## config.mk

```make
export PLATFORM = sky130hd
export DESIGN_NAME = gfifo_msg_packer
export DESIGN_NICKNAME = d
export VERILOG_FILES = /design/src/rtl/gfifo_pack_pkg.sv /design/src/rtl/gfifo_beat_accum.sv /design/src/rtl/gfifo_msg_packer.sv
export SDC_FILE = /design/constraint.sdc
export NUM_CORES = 1
export LEC_CHECK = 0
export BUFFER_PORTS_ARGS = -buffer_cell sky130_fd_sc_hd__buf_2
export CAP_MARGIN = 20
export CORE_AREA = 2 2 250 252
export CTS_BUF_LIST = sky130_fd_sc_hd__clkbuf_4
export CTS_CLUSTER_DIAMETER = 150
export CTS_CLUSTER_SIZE = 10
export DETAILED_ROUTE_END_ITERATION = 6
export DIE_AREA = 0 0 252 254
export HOLD_SLACK_MARGIN = 0.1
export SLEW_MARGIN = 40
export SYNTH_ARGS = -nofsm -noshare
export SYNTH_HDL_FRONTEND = slang
export SYNTH_SLANG_ARGS = --single-unit
```

## constraint.sdc

```tcl
create_clock -name clk -period 3.8 [get_ports clk]
set_input_delay 0.38 -clock clk [delete_from_list [all_inputs] [get_ports clk]]
set_output_delay 0.38 -clock clk [all_outputs]
set_load 0.1 [all_outputs]
```

## src/rtl/gfifo_pack_pkg.sv

```systemverilog
// rtl/gfifo_pack_pkg.sv - shared widths, state encoding and slot type for the GFIFO message packer
package gfifo_pack_pkg;

   localparam int CBID_W = 20;
   localparam int LEN_W  = 12;
   localparam int WORD_W = 32;
   localparam int DATA_W = 512;
   localparam int WPB    = DATA_W / WORD_W;
   localparam int SLOT_W = $clog2(WPB + 1);

   typedef logic [SLOT_W-1:0] slot_t;

   typedef enum logic [2:0] {
      IDLE,
      FILL,
      SEND,
      WAIT_CO,
      DRAIN
   } state_t;

endpackage

```

## src/rtl/gfifo_beat_accum.sv

```systemverilog
// rtl/gfifo_beat_accum.sv - 16-slot word accumulator that assembles one 512-bit beat
module gfifo_beat_accum
   import gfifo_pack_pkg::*;
(
   input  logic              clk,
   input  logic              rst_n,
   input  logic              clr,
   input  logic              wr_en,
   input  logic [WORD_W-1:0] wr_data,
   output slot_t             words_in_beat,
   output logic [DATA_W-1:0] beat
);

   logic [WPB-1:0][WORD_W-1:0] words;
   slot_t                      slot;

   // Store each word at the current slot; clearing zeroes every slot so short beats are zero-padded.
   always_ff @(posedge clk or negedge rst_n) begin
      if (!rst_n) begin
         words <= '0;
         slot  <= '0;
      end else if (clr) begin
         words <= '0;
         slot  <= '0;
      end else if (wr_en) begin
         words[slot[SLOT_W-2:0]] <= wr_data;
         slot                    <= slot + slot_t'(1);
      end
   end

   assign words_in_beat = slot;
   assign beat          = words;

endmodule

```

## src/rtl/gfifo_msg_packer.sv

```systemverilog
// rtl/gfifo_msg_packer.sv - packs 32-bit callback words into 512-bit GFIFO beats with ci/co handshake
module gfifo_msg_packer
   import gfifo_pack_pkg::*;
#(
   parameter int CO_TIMEOUT = 4095
)
(
   input  logic              clk,
   input  logic              rst_n,
   input  logic              in_valid,
   output logic              in_ready,
   input  logic              in_sop,
   input  logic [CBID_W-1:0] in_cbid,
   input  logic [LEN_W-1:0]  in_msg_len,
   input  logic [WORD_W-1:0] in_data,
   input  logic              in_last,
   output logic              gf_ci,
   input  logic              gf_co,
   input  logic              gf_lock,
   output logic [CBID_W-1:0] gf_cbid,
   output logic [LEN_W-1:0]  gf_len,
   output logic [DATA_W-1:0] gf_idata,
   output logic              busy,
   output logic              err_len,
   output logic              err_timeout,
   input  logic              err_clr,
   output logic [15:0]       beat_cnt
);

   localparam int TMO_W = $clog2(CO_TIMEOUT + 1);

   state_t              state_q, state_d;
   logic [CBID_W-1:0]   cbid_q;
   logic [LEN_W-1:0]    remaining_q;
   logic                last_q, drain_q;
   logic                ready_q, ci_q;
   logic [TMO_W-1:0]    tmo_cnt;
   logic [15:0]         beat_cnt_q;
   logic                err_len_q, err_tmo_q;

   slot_t               wib, words_after;
   logic [DATA_W-1:0]   beat;
   logic [LEN_W-1:0]    msg_len_eff, rem_ref;
   logic                accept, beat_full, len_hit, tmo_hit;
   logic                acc_wr, acc_clr, load_msg, ci_set, co_done;
   logic                mark_last, mark_drain, len_err;

   gfifo_beat_accum u_accum (
      .clk           (clk),
      .rst_n         (rst_n),
      .clr           (acc_clr),
      .wr_en         (acc_wr),
      .wr_data       (in_data),
      .words_in_beat (wib),
      .beat          (beat)
   );

   // A zero length is treated as a one-word message.
   assign msg_len_eff = (in_msg_len == '0) ? LEN_W'(1) : in_msg_len;
   assign accept      = in_valid && ready_q;
   assign words_after = wib + slot_t'(1);
   // The SOP word is compared against the length arriving with it, later words against the latched count.
   assign rem_ref     = (state_q == IDLE) ? msg_len_eff : remaining_q;
   assign beat_full   = (words_after == slot_t'(WPB));
   assign len_hit     = (LEN_W'(words_after) == rem_ref);
   assign tmo_hit     = (state_q == WAIT_CO) && !gf_co && (tmo_cnt == TMO_W'(CO_TIMEOUT - 1));

   // Next-state and per-cycle control decisions.
   always_comb begin
      state_d    = state_q;
      acc_wr     = 1'b0;
      acc_clr    = 1'b0;
      load_msg   = 1'b0;
      ci_set     = 1'b0;
      co_done    = 1'b0;
      mark_last  = 1'b0;
      mark_drain = 1'b0;
      len_err    = 1'b0;
      case (state_q)
         IDLE: begin
            if (accept) begin
               if (in_sop) begin
                  load_msg   = 1'b1;
                  acc_wr     = 1'b1;
                  mark_last  = in_last;
                  mark_drain = len_hit && !in_last;
                  len_err    = (len_hit != in_last);
                  state_d    = (in_last || beat_full || len_hit) ? SEND : FILL;
               end else begin
                  len_err = 1'b1;
               end
            end
         end
         FILL: begin
            if (accept) begin
               acc_wr     = 1'b1;
               mark_last  = in_last;
               mark_drain = len_hit && !in_last;
               len_err    = in_sop || (len_hit != in_last);
               if (in_last || beat_full || len_hit) begin
                  state_d = SEND;
               end
            end
         end
         SEND: begin
            if (!gf_lock) begin
               ci_set  = 1'b1;
               state_d = WAIT_CO;
            end
         end
         WAIT_CO: begin
            if (gf_co) begin
               co_done = 1'b1;
               acc_clr = 1'b1;
               if (drain_q) begin
                  state_d = DRAIN;
               end else if (last_q || (remaining_q == LEN_W'(wib))) begin
                  state_d = IDLE;
               end else begin
                  state_d = FILL;
               end
            end
         end
         DRAIN: begin
            if (accept && in_last) begin
               state_d = IDLE;
            end
         end
         default: state_d = IDLE;
      endcase
   end

   // State register; in_ready is registered from the next state so it is low while in reset.
   always_ff @(posedge clk or negedge rst_n) begin
      if (!rst_n) begin
         state_q <= IDLE;
         ready_q <= 1'b0;
      end else begin
         state_q <= state_d;
         ready_q <= (state_d == IDLE) || (state_d == FILL) || (state_d == DRAIN);
      end
   end

   // Message context, handshake request and beat counter.
   always_ff @(posedge clk or negedge rst_n) begin
      if (!rst_n) begin
         cbid_q      <= '0;
         remaining_q <= '0;
         last_q      <= 1'b0;
         drain_q     <= 1'b0;
         ci_q        <= 1'b0;
         beat_cnt_q  <= '0;
      end else begin
         if (load_msg) begin
            cbid_q      <= in_cbid;
            remaining_q <= msg_len_eff;
         end else if (co_done) begin
            remaining_q <= remaining_q - LEN_W'(wib);
         end
         last_q  <= (last_q && !load_msg) || mark_last;
         drain_q <= (drain_q && !load_msg) || mark_drain;
         if (ci_set) begin
            ci_q <= 1'b1;
         end else if (co_done) begin
            ci_q <= 1'b0;
         end
         if (co_done) begin
            beat_cnt_q <= beat_cnt_q + 16'd1;
         end
      end
   end

   // Completion timeout counter and sticky errors; a new error event beats a simultaneous clear.
   always_ff @(posedge clk or negedge rst_n) begin
      if (!rst_n) begin
         tmo_cnt   <= '0;
         err_len_q <= 1'b0;
         err_tmo_q <= 1'b0;
      end else begin
         if ((state_q == WAIT_CO) && !gf_co) begin
            if (tmo_cnt != TMO_W'(CO_TIMEOUT)) begin
               tmo_cnt <= tmo_cnt + TMO_W'(1);
            end
         end else begin
            tmo_cnt <= '0;
         end
         err_len_q <= (err_len_q && !err_clr) || len_err;
         err_tmo_q <= (err_tmo_q && !err_clr) || tmo_hit;
      end
   end

   assign in_ready    = ready_q;
   assign gf_ci       = ci_q;
   assign gf_cbid     = cbid_q;
   assign gf_len      = remaining_q;
   assign gf_idata    = beat;
   assign busy        = (state_q != IDLE);
   assign err_len     = err_len_q;
   assign err_timeout = err_tmo_q;
   assign beat_cnt    = beat_cnt_q;

endmodule

```

* After elaboration in Yosys (flattened, before gate mapping)
Cells that the tools add are included.
Word-level totals: register bits 586, input bits 72, output and inout port bits 565
Operators by class: add/sub/neg operators 4, magnitude comparators 2, eq/ne operators 13, muxes and demuxes 47, reduce and logical (&&, ||, !) cells 31
Operators with widths (number):
- $mux W512 | 2
- $bwmux W512 | 1
- $demux W32 S4 | 1
- $mux W12 | 6
- $mux W32 | 1
- $mux W3 | 8
- $mux W1 | 20
- $add A16 B1 Y16 const B | 1
- $pmux W3 S5 | 1
- $add A12 B1 Y12 const B | 1
- $eq A12 B12 Y1 const B | 1
- $eq A12 B5 Y1 | 1
- $eq A5 B12 Y1 | 1
- $logic_not A12 Y1 | 1
- $ne A12 B12 Y1 const B | 1
- $sub A12 B5 Y12 | 1
- $logic_and A1 B1 Y1 | 10
- $logic_or A1 B1 Y1 | 10
- $mux W5 | 2
- $pmux W1 S2 | 4
- $eq A3 B1 Y1 const B | 2
- $eq A3 B2 Y1 const B | 2
- $eq A3 B3 Y1 const B | 2
- $logic_not A3 Y1 | 2
- 10 further kinds | 15

* Longest topological paths before layout
word-level depth 12, depth in mapped cells 11, depth with buffers taken out 10

* Cells and area by module
From an unflattened synthesis, not the netlist that was laid out.
Unflattened totals: cells, all modules 2179, area, all modules 26233.9 um2
Modules (own cells, without submodules):
- gfifo_beat_accum | instances 1, cells each 1793, area each 22655.5 um2
- gfifo_msg_packer | instances 1, cells each 386, area each 3578.4 um2

* Least setup slack after synthesis
No wires, ideal clock.
path kind flip-flop to flip-flop, from register remaining_q[2], in the netlist gf_len[2], to register remaining_q[10], in the netlist gf_len[10], data arrival time 2.547 ns, required time 3.728 ns, slack 1.182 ns, cell stages (with the launch flop) 9, period minus slack after synthesis 2.618 ns, cell sequence dfrtp_1 ha_1 nor2b_1 o21ai_1 nand2b_1 a21boi_0 nand2_1 or4_1 nand3_1
Between the ends: cells in the longest elaborated chain, start to end 3
Ends and longest elaborated chain:
- start: declaration | line gfifo_msg_packer.sv:34 | logic [LEN_W-1:0] remaining_q;
- start signal: assignment | line gfifo_msg_packer.sv:156 | remaining_q <= msg_len_eff;
- start signal: assignment | line gfifo_msg_packer.sv:158 | remaining_q <= remaining_q - LEN_W'(wib);
- $sub A12 B5 Y12 | line gfifo_msg_packer.sv:158
- $mux W12 | line gfifo_msg_packer.sv:157 | end else if (co_done) begin
- $mux W12 | line gfifo_msg_packer.sv:154 | if (load_msg) begin
Every way passes these cells. The select of a mux whose other input is x is not followed. A chain may end at the register's enable or synchronous reset.

* Worst setup path in the final report
from register state_q[0], to register err_len_q, in the netlist err_len
Between the ends: cells in the longest elaborated chain, start to end 8, elaborated cells on any way between the ends 11
Ends and longest elaborated chain:
- start: declaration | line gfifo_msg_packer.sv:32 | state_t state_q, state_d;
- start signal: assignment | line gfifo_msg_packer.sv:139 | state_q <= state_d;
- $logic_not A3 Y1 | line gfifo_msg_packer.sv:63, gfifo_msg_packer.sv:79
- $mux W12 | line gfifo_msg_packer.sv:63 | assign rem_ref = (state_q == IDLE) ? msg_len_eff : remaining_q;
- $eq A5 B12 Y1 | line gfifo_msg_packer.sv:65 | assign len_hit = (LEN_W'(words_after) == rem_ref);
- $ne A1 B1 Y1 | line gfifo_msg_packer.sv:87, gfifo_msg_packer.sv:99
- $mux W1 or $logic_or A1 B1 Y1 (tied branches) | line gfifo_msg_packer.sv:82, gfifo_msg_packer.sv:99
- $mux W1 (on tied branches) | line gfifo_msg_packer.sv:81, gfifo_msg_packer.sv:95
- $pmux W1 S2 (*) | line gfifo_msg_packer.sv:79 | case (state_q)
- $logic_or A1 B1 Y1 (*) | line gfifo_msg_packer.sv:187 | err_len_q <= (err_len_q && !err_clr) || len_err;
- end signal: assignment | line gfifo_msg_packer.sv:187
- end: declaration | line gfifo_msg_packer.sv:39 | logic err_len_q, err_tmo_q;
Mark *: on every way between the ends. The rest lies on a longest branch, timed or not.

==> metrics.yaml <==
status: "complete, no violations"
fin_skew_ns: 0.0857
setup-tns-final_ns: 0
synthesis.area_sq_um: 22600
timing.slew.headroom: 0.458
ctsHtreeMaxLevel: 3
synth_nets: 1776
gp_congestion: 0.835
cts_root_buffer: "clkbuf_4"
wirelength_um: 88500
avgViaCountPerCell: 5.78
cts_sinks: 586
dr.pass1.iters: 5
ys_seq_elements: 586
synth_most_common_cell: "dfrtp_1"
vias: 18172
post-route-period-util: 0.807
path_class: "register to register"
seq_area_sq_um: 14700
worst_pin_slew_ns: 0.813
max_freq_mhz: 326
postRouteAntennaNets: 0
overflow: 0
yosys-top-cells-area: "dfrtp_1, a22o_1, a32o_1"
yosysTopAreaCellShare: 0.650
dieArea_sq_um: 64000
clk-insertion-delay-late_ns: 0.84
use_met2: 0.431
die_h_um: 254
ys_types: 57
grt_pass1_vias: 17822
netlist_top_cells_count: "dfrtp_1, a22o_1, nand2_1"
synthCells: 1690
cts_buffers: 68
wl_per_cell_um: 28.1
end_kind: "register"
clock_path_buffers: 3
syn_avg_cell_area_sq_um: 13.4
ys.flop_type: "dfrtp_1"
fin_nets: 2432
dpl_worst_slack_ns: 1.15
hold_buffers: 75
use_met3: 0.0573
antenna_found_initial: 3
synth_top_cell_by_area: "dfrtp_1"
cap_violations: 0
cts_resized: 0
rsz0062_at_grt: "no"
core_area_sq_um: 61300
hpwl_um: 57800
synthArstFlopShare: 1.00
drv_slew: 0
cts_tree: "built"
yosys_warnings: 0
reg2reg_depth: 10
die_width_um: 252
synth_edf_count: 0
dr.first_iter.drc_count: 1688
cp_max_fo: 14
ys_seq_area_frac: 0.650
global_route.usage.met1: 0.367
setup_violations: 0
core.rowCount: 91
multiInputGateArea_sq_um: 7030
min_path_type: "input port to asynchronous set/reset pin"
area_delta_synth_final_pct: 24.1
drc: 0
hold_viol: 0
path_clk_slew_ns: 0.13
portBuffers: 636
fin_crit_ns: 3.07
grt-busiest-layer: "met2"
worstPathRequired_ns: 4.48
setup_ws_ns: 0.734
grt_max_degree: 65
grt_pass1_wl_um: 127000
fillers: 5614
io_pins: 637
start_util: 0.368
grtUsageTotal: 0.271
drive_above_1_share: 0.356
startpoint_type: "register"
postCtsSetupRepairBufs: 0
worst_ep_arrival_time_ns: 3.74
## worst paths after layout
path	start	end	slack, ns
max	state_q[0]	err_len	0.73
min reg2reg	beat_cnt[15]	beat_cnt[15]	0.49
max in group asynchronous	rst_n	u_accum.beat[188]	2.64
max reg2reg	state_q[0]	err_len	0.73
min	rst_n	beat_cnt[2]	0.22
min in group clk	in_data[7]	u_accum.beat[199]	0.24
## state kept, by name, indices dropped and copies added (netlist names)
register,count
in_ready,1
u_accum.words_in_beat,5
u_accum.beat,512
err_timeout,1
tmo_cnt,12
gf_len,12
gf_ci,1
err_len,1
last_q,1
state_q,3
drain_q,1
beat_cnt,16
gf_cbid,20
## cell type report
type                       count  area share
sequential                   586       0.523
clock inverter                 7     0.00330
timing repair buffer         786       0.166
inverter                      15     0.00201
clock buffer                  68      0.0182
antenna                        4    0.000357
tap                          790      0.0353
multi-input combinational    889       0.251
## per-stage QoR
stage	cell area [sq um]	std cells	utilization	hold slack (ns)
floorplan	22600	1690	-	0.0844
finish	28000	3145	0.457	0.224
global placement	26500	2987	0.433	0.456
detailed placement	26600	2991	0.435	0.351
CTS	28000	3141	0.457	0.124
global route	28000	3142	0.457	0.158
## layout by cell type (no fill, tap or decap), types with 3 or more instances in the layout
master | Yosys | layout
o211ai_1 | 5 | 5
and3_2 | 0 | 10
and2_2 | 0 | 12
clkbuf_4 | 0 | 68
a21oi_4 | 0 | 15
a32o_1 | 47 | 47
nand2b_1 | 7 | 7
buf_2 | 87 | 635
dfrtp_1 | 586 | 586
inv_1 | 15 | 15
dlygate4sd3_1 | 0 | 74
xnor2_1 | 26 | 26
ha_1 | 13 | 12
o21ai_0 | 7 | 7
buf_8 | 0 | 3
or3_1 | 5 | 5
mux2i_1 | 3 | 3
nor2b_1 | 5 | 5
a31oi_1 | 5 | 4
nand4_1 | 9 | 9
buf_12 | 0 | 8
o21ai_1 | 8 | 8
nor4_1 | 3 | 3
nand2_1 | 98 | 98
diode_2 | 0 | 4
nand3_1 | 20 | 20
a22o_1 | 465 | 465
buf_4 | 30 | 63
xor2_1 | 13 | 13
nor2_1 | 41 | 40
and2_1 | 35 | 23
nor3_1 | 6 | 6
a21oi_1 | 5 | 5
## critical path, cell delays in order (launching register included)
cell and delay, ns:
dfrtp_1 0.57, nor3_4 0.48, mux2i_1 0.35, xor2_1 0.22, nor3_2 0.07, and3_1 0.18
ha_1 0.29, nand2_1 0.05, nand2_1 0.06, o21ai_0 0.07, dlygate4sd3_1 0.56
## metal layers
metal  wire length (um)  share of wire  vias up
met1              36300           0.41     9441
li1                   -              -     7562
met5                 13        0.00015        -
met4               2460          0.028        2
met2              42100           0.48     1037
met3               7580          0.086      130
## kinds of logic (layout without fill, tap and decap cells)
group,after synthesis,in the layout,share of synthesized area
and+or+nand+nor,257,257,0.0562
xor gates and xnor gates,40,40,0.0159
other,0,4,0
DFF,586,586,0.650
adders and majority gates,14,14,0.00810
buffers and inverters,215,876,0.0469
AOI/OAI and AO/OA,574,574,0.221
muxes,4,4,0.00183
Power is left out: the tool's default activity adds up to more than one toggle a clock period on the data nets, which glitch-free logic cannot reach.
